--- config.mk ---
export PLATFORM = sky130hd
export DESIGN_NAME = tdm_demux_4ch
export DESIGN_NICKNAME = d
export VERILOG_FILES = /design/src/rtl/tdm_pkg.sv /design/src/rtl/tdm_demux_4ch.sv
export SDC_FILE = /design/constraint.sdc
export NUM_CORES = 1
export LEC_CHECK = 0
export CAP_MARGIN = 20
export CORE_MARGIN = 2
export CORE_UTILIZATION = 45
export CTS_CLUSTER_SIZE = 28
export DETAILED_ROUTE_END_ITERATION = 6
export DONT_BUFFER_PORTS = 1
export SLEW_MARGIN = 20
export SYNTH_ARGS = -nofsm -noshare
export SYNTH_HDL_FRONTEND = slang
export SYNTH_SLANG_ARGS = --single-unit
--- constraint.sdc ---
create_clock -name clk -period 2.4 [get_ports clk]
set_clock_uncertainty 0.05 [all_clocks]
set_input_delay 0.48 -clock clk [delete_from_list [all_inputs] [get_ports clk]]
set_output_delay 0.48 -clock clk [all_outputs]
set_load 0.005 [all_outputs]
--- src/rtl/tdm_pkg.sv ---
// Shared definitions for the 4-slot TDM link (serializer and deserializer sides).
package tdm_pkg;

    localparam int unsigned TDM_SLOTS = 4;
    localparam int unsigned SLOT_W    = $clog2(TDM_SLOTS);

    typedef logic [SLOT_W-1:0] slot_t;

    typedef enum logic [1:0] {
        HUNT,
        ASSEMBLE,
        STALL
    } tdm_state_e;

    localparam slot_t LAST_SLOT = slot_t'(TDM_SLOTS - 1);

endpackage

--- src/rtl/tdm_demux_4ch.sv ---
// TDM deserializer: reassembles 4-slot frames from a beat stream into parallel
// channel words, with one frame of assembly buffering behind the output register.
module tdm_demux_4ch
    import tdm_pkg::*;
#(
    parameter int unsigned WIDTH = 8
) (
    input  logic             clk,
    input  logic             rst_n,
    input  logic             in_valid,
    output logic             in_ready,
    input  logic [WIDTH-1:0] in_data,
    input  logic             in_sof,
    output logic             out_valid,
    input  logic             out_ready,
    output logic [WIDTH-1:0] out_ch0,
    output logic [WIDTH-1:0] out_ch1,
    output logic [WIDTH-1:0] out_ch2,
    output logic [WIDTH-1:0] out_ch3,
    output logic             sync_err
);

    tdm_state_e       state_q, state_d;
    slot_t            cnt_q, cnt_d;
    logic [WIDTH-1:0] asm_q [TDM_SLOTS];
    logic [WIDTH-1:0] asm_d [TDM_SLOTS];
    logic [WIDTH-1:0] out_q [TDM_SLOTS];
    logic [WIDTH-1:0] out_d [TDM_SLOTS];
    logic             out_valid_q, out_valid_d;
    logic             sync_err_q, sync_err_d;

    logic accept;
    logic take;

    // Ready depends on state only, so there is no combinational path from out_ready.
    assign in_ready = (state_q != STALL);
    assign accept   = in_valid && in_ready;
    assign take     = out_valid_q && out_ready;

    // Next-state, assembly, output-register and sync-error logic.
    always_comb begin
        state_d     = state_q;
        cnt_d       = cnt_q;
        asm_d       = asm_q;
        out_d       = out_q;
        out_valid_d = out_valid_q;
        sync_err_d  = 1'b0;

        if (take) begin
            out_valid_d = 1'b0;
        end

        case (state_q)
            HUNT: begin
                if (accept && in_sof) begin
                    asm_d[0] = in_data;
                    cnt_d    = slot_t'(1);
                    state_d  = ASSEMBLE;
                end
            end

            ASSEMBLE: begin
                if (accept) begin
                    if (in_sof) begin
                        // Mid-frame sof: restart the frame from this beat.
                        asm_d[0]   = in_data;
                        cnt_d      = slot_t'(1);
                        sync_err_d = 1'b1;
                    end else begin
                        asm_d[cnt_q] = in_data;
                        if (cnt_q == LAST_SLOT) begin
                            cnt_d = '0;
                            if (!out_valid_q || out_ready) begin
                                out_d       = asm_d;
                                out_valid_d = 1'b1;
                                state_d     = HUNT;
                            end else begin
                                state_d = STALL;
                            end
                        end else begin
                            cnt_d = cnt_q + slot_t'(1);
                        end
                    end
                end
            end

            STALL: begin
                if (take) begin
                    out_d       = asm_q;
                    out_valid_d = 1'b1;
                    state_d     = HUNT;
                end
            end

            default: begin
                state_d = HUNT;
            end
        endcase
    end

    // State, counter, assembly and output registers.
    always_ff @(posedge clk or negedge rst_n) begin
        if (!rst_n) begin
            state_q     <= HUNT;
            cnt_q       <= '0;
            asm_q       <= '{default: '0};
            out_q       <= '{default: '0};
            out_valid_q <= 1'b0;
            sync_err_q  <= 1'b0;
        end else begin
            state_q     <= state_d;
            cnt_q       <= cnt_d;
            asm_q       <= asm_d;
            out_q       <= out_d;
            out_valid_q <= out_valid_d;
            sync_err_q  <= sync_err_d;
        end
    end

    assign out_valid = out_valid_q;
    assign sync_err  = sync_err_q;
    assign out_ch0   = out_q[0];
    assign out_ch1   = out_q[1];
    assign out_ch2   = out_q[2];
    assign out_ch3   = out_q[3];

endmodule

==> results of run 1 <==
==> path summary, 6_finish.rpt <==
kind                                     endpoint  slack, ps  cells past startpoint
setup reg to reg             asm_q[0]$_DFFE_PN0P_        390                      5
setup / recovery             asm_q[0]$_DFFE_PN0P_        390                      5
max in group asynchronous   asm_q[15]$_DFFE_PN0P_       1380                      2
hold reg to reg             asm_q[25]$_DFFE_PN0P_        460                      1
hold / removal               cnt_q[1]$_DFFE_PN0P_        170                      1
min in group asynchronous  out_ch2[3]$_DFFE_PN0P_        640                      2
==> power by group <==
part / internal [mW] / switching [mW] / total (mW) / leakage, nW
logic: 0.839 / 1.01 / 1.85 / 0.727
clock network: 0.579 / 0.439 / 1.02 / 0.113
registers: 1.75 / 0.359 / 2.11 / 0.837
total: 3.17 / 1.81 / 4.98 / 1.68
==> layer usage <==
metal / up-vias / track usage [%] / wire (um)
met2: 41 / 27.8 / 3070
met5: - / 0 / 0
met3: 11 / 4.94 / 324
li1: 940 / - / -
met1: 990 / 25.8 / 3160
met4: 0 / 7.85 / 113
==> cell usage in the layout (no fill, tap or decap), types with 3 or more instances in the layout <==
cell,n
nand2_2,7
a21o_1,3
a21oi_2,10
buf_4,5
clkbuf_8,9
clkinv_2,4
dfrtp_1,70
ha_1,7
mux2_2,32
inv_1,5
a21oi_1,57
mux2i_1,33
nor2_1,3
==> critical path: stages (launching register included) <==
cell	delay, ps
dfrtp_1	370
inv_1	70
ha_1	270
nand3b_2	290
nor3b_4	450
mux2_2	390
==> registers in the layout (all words and copies together) (netlist names) <==
| register | count |
|---|---|
| asm_q | 32 |
| cnt_q | 2 |
| out_ch0 | 8 |
| out_ch1 | 8 |
| out_ch2 | 8 |
| out_ch3 | 8 |
| out_valid | 1 |
| state_q | 2 |
| sync_err | 1 |
==> cell families after synthesis <==
kind of cell               count (synthesis)  synth area share, %
buffers and inverters                     17                 3.13
muxes                                     65                 21.4
and+or+nand+nor                           19                 4.18
AOI/OAI and AO/OA                         79                 14.4
DFF                                       70                 54.2
adders and majority gates                  7                 2.71
==> per-stage QoR <==
| stage | setup WS [ps] | hold slack [ps] | instance area (um^2) | total power [mW] |
|---|---|---|---|---|
| global route | 247 | 172 | 3560 | 5.37 |
| CTS | 380 | 153 | 3560 | 5.05 |
| detailed placement | 409 | 136 | 3310 | 3.98 |
| finish | 386 | 169 | 3560 | 4.98 |
| floorplan | 600 | 134 | 3230 | 3.60 |
| global placement | 462 | 136 | 3310 | 3.93 |
==> cell type report <==
| type | instances | area share, % |
|---|---|---|
| Multi-Input combinational cell | 170 | 38.7 |
| Sequential cell | 70 | 49.2 |
| Clock inverter | 7 | 2.49 |
| Clock buffer | 9 | 3.48 |
| Inverter | 6 | 0.632 |
| Timing Repair Buffer | 7 | 2.11 |
| Tap cell | 96 | 3.37 |
==> timing repair <==
| action | CTS | global route |
|---|---|---|
| hold buffers | 2 | 0 |
| buffers inserted | 0 | 0 |
| hold endpoints to repair | 70 | 0 |
==> impl_metrics.ini, run 1 <==
[clock_network]
cts_buffers = 9
cts-root-buf = clkbuf_8
cts_tree = built
clk_path_buf_depth = 2
cts_sinks = 70
clkTransAtPathRegs_ps = 80
worstSkewPairLatency_ps = 340
cts_resized = 0
ctsHtreeMaxLevel = 3

[synthesis]
synth_area_per_cell_um2 = 12.6
synth.area.top_cells = dfrtp_1 54%, mux2_2 11%, mux2i_1 10%
syn_nets = 277
synthFlopType = dfrtp_1
synth_top_area_share_pct = 54.2
yosysMostFrequentCell = dfrtp_1
synth_edf_count = 0
yosys_warnings = 0
syn_area_um2 = 3230
ys_async_sr_fraction_pct = 100
synth.distinct_cells = 31
synthTopCellsByCount = 70 x dfrtp_1, 57 x a21oi_1, 33 x mux2i_1
synth_seq_area_share_pct = 54.2
syn_inst = 257
yosys.area.top_type = dfrtp_1
ys_ff_latch = 70

[sta]
hold_viol = 0
setup_viol_count_final = 0
slew_viol_final = 0
maxSlewHeadroom_pct = 68.4
rsz0062_at_grt = no
finalCritPeriodShare_pct = 83.9
tightest_slew_ps = 473
min_period_ps = 2010
fmax_mhz = 496
fin_tns_setup_ps = 0

[layout]
multi_input_area_um2 = 1380
drive_above_1_share_pct = 27.9
seq_area_um2 = 1750
fin_nets = 284
stdcell_count = 365
fin_util_pct = 51.9
n_antenna_cell = 0
areaGrowthSynthToFinish_pct = 10.2
fillers = 626

[min_path]
worstHoldStart = in_sof
hold_path_class = in -> reg

[detailed_routing]
firstDrtPassIters = 4
drc = 0
wl_per_cell_um = 18.3
drtIter0Drc = 87
ant_nets = 0
routed_via_density = 5.43
vias = 1982
wl_mm = 6.67

[floorplanning]
num_rows = 30
die_x_um = 88.8
die_y_um = 88.8
num_io_pins = 48
die-area_um2 = 7880
design.core.area_um2 = 6870
start_util_pct = 47.1

[placement]
dp_cells = 347
routabilityCongestion = 0.763
port_buffers = 0
dpl.hpwl_mm = 4.33

[critical_path]
r2r-start = state_q[0]$_DFFE_PN0P_
critPathMaxFanout = 9
crit_path_start_kind = flop
end_kind = flop
cp-startpoint = state_q[0]$_DFFE_PN0P_
cp.required_ps = 2570
crit_arrival_ps = 2190
worst-setup-path-type = reg -> reg

[global_route]
grt_use_total_pct = 18.7
grt_pass1_wl_mm = 10.8
grt_pass1_vias = 2006
grt_max_degree = 71
grt_overflow_total = 0
antenna_found_initial = 0

[power_and_ir_drop]
ir_drop_mv = 0.519
p_leak_nw = 1.68
power.density_nw_per_um2 = 1400

[outcome]
status = completed

[job]
cap_violations = 0
Power figures use the tool's default switching activity.
==> inputs of run 2 (changes only) <==
Clock period 2.4 ns to 2.1 ns, I/O delays scaled along.
==> impl_metrics.ini, run 2 (synthesized netlist as in run 1, its figures left out) <==
[floorplanning]
num_io_pins = 48
design.core.area_um2 = 6870
num_rows = 30
die-area_um2 = 7880
die_y_um = 88.8
start_util_pct = 47.1
die_x_um = 88.8

[global_route]
grt_overflow_total = 0
antenna_found_initial = 0
grt_max_degree = 71
grt_pass1_wl_mm = 10.8
grt_pass1_vias = 2016
grt_use_total_pct = 18.4

[power_and_ir_drop]
finalPower_mw = 5.64
ir_drop_mv = 0.656
p_leak_nw = 1.68
power.density_nw_per_um2 = 1580

[critical_path]
worst-setup-path-type = reg -> reg
crit_arrival_ps = 2090
crit_path_start_kind = flop
r2r_setup_slack_ps = 180
path_cells = inv_1, ha_1, nand3b_2, nor3b_4, buf_12, mux2_2
critPathBufInv = 2
cp_top_family = simple AND/OR/NAND/NOR gates
cp.required_ps = 2270
end_kind = flop
max_stage_delay_ps = 370
crit_slowest_cell = dfrtp_1
cp-startpoint = state_q[0]$_DFFE_PN0P_
r2r-start = state_q[0]$_DFFE_PN0P_
critPathMaxFanout = 8

[sta]
fmax_mhz = 520
finalCritPeriodShare_pct = 91.5
tightest_slew_ps = 360
min_period_ps = 1920
rsz0062_at_grt = no
setup_viol_count_final = 0
slew_viol_final = 0
maxSlewHeadroom_pct = 76.0
hold_viol = 0
fin_tns_setup_ps = 0

[clock_network]
cts_tree = built
cts_buffers = 9
clkTransAtPathRegs_ps = 80
clk_path_buf_depth = 2
worstSkewPairLatency_ps = 340
cts-root-buf = clkbuf_8
cts_sinks = 70
ctsHtreeMaxLevel = 3

[layout]
largest_register_ffs = 32
final_common_cell = dfrtp_1
drive_above_1_share_pct = 28.1
largest-register = asm_q
stdcell_count = 366
areaGrowthSynthToFinish_pct = 10.8
mostFrequentLayoutCells = 70 x dfrtp_1, 57 x a21oi_1, 33 x mux2i_1
n_antenna_cell = 0
fin_nets = 285

[detailed_routing]
wl_per_cell_um = 18.0
drc = 0
drtIter0Drc = 120
wl_mm = 6.59
vias = 1965
firstDrtPassIters = 4
ant_nets = 0
routed_via_density = 5.37

[placement]
dp_cells = 347
dpl.hpwl_mm = 4.29
routabilityCongestion = 0.764
port_buffers = 0

[job]
cap_violations = 0

[outcome]
status = completed

[min_path]
hold_path_class = in -> reg
worstHoldStart = in_sof
run 2: cell count changes in the layout (fill, tap and decap cells not counted), sizes merged:
| cell | previous run | this run |
|---|---|---|
| clkinv | 6 | 5 |
| clkinvlp | 0 | 1 |
| bufinv | 2 | 1 |
| buf | 6 | 7 |
| clkbuf | 9 | 10 |
run 2: worst paths after layout:
check,to,cells after the start
hold / removal,cnt_q[1]$_DFFE_PN0P_,1
max in group asynchronous,asm_q[21]$_DFFE_PN0P_,2
min in group asynchronous,state_q[1]$_DFFE_PN0P_,2
setup / recovery,asm_q[0]$_DFFE_PN0P_,6
hold reg to reg,asm_q[25]$_DFFE_PN0P_,1
setup reg to reg,asm_q[0]$_DFFE_PN0P_,6
run 2: area by class of cell:
cell class | count | area (um^2)
clock buffers | 10 | 138
clock inverters | 6 | 61.3
fillers | 616 | 3290
inverters | 6 | 22.5
multi-input cells | 170 | 1380
flip-flops and latches | 70 | 1750
well taps | 96 | 120
repair buffers | 8 | 108
run 2: per-layer routing:
metal / GRT usage (%) / up-vias / routed length (um) / share of wire (%)
met5: 0 / - / 0 / 0
met4: 7.02 / 0 / 93 / 1.4
li1: - / 942 / - / -
met1: 25.5 / 969 / 3120 / 47
met3: 5.50 / 9 / 420 / 6.4
met2: 27.1 / 45 / 2960 / 45
run 2: metrics by stage:
stage | setup slack (ps) | hold slack (ps) | util (%) | area [um^2]
after floorplan | 300 | 74.4 | - | 3230
after global placement | 163 | 76.6 | 48.4 | 3320
after detailed placement | 115 | 76.5 | 48.4 | 3320
after CTS | 101 | -298 | 51.3 | 3520
after global routing | 54.6 | 104 | 52.1 | 3580
final | 178 | 112 | 52.1 | 3580
run 2: power by group:
group	switching (mW)	leakage [nW]	internal (mW)	total, mW
Combinational	1.16	0.739	0.992	2.16
Clock	0.503	0.102	0.576	1.08
Sequential	0.407	0.837	2.00	2.41
Total	2.07	1.68	3.57	5.64
run 2: worst register-to-register path, stage by stage (launching register included):
cell and delay (ps):
dfrtp_1 370, inv_1 70, ha_1 270, nand3b_2 280, nor3b_4 290, buf_12 160, mux2_2 320
run 2: timing repair:
item | CTS | global route
endpoints found under the hold margin | 70 | 70
setup buffers | 0 | 1
gates resized for setup | 0 | 0
endpoints found under the setup margin | 0 | 8
==> inputs of run 3 (changes only) <==
Settings changed: SKIP_CTS_REPAIR_TIMING set to 1.
==> results of run 3 <==
No change in the layout: final DEF, timing and power equal those of run 2.
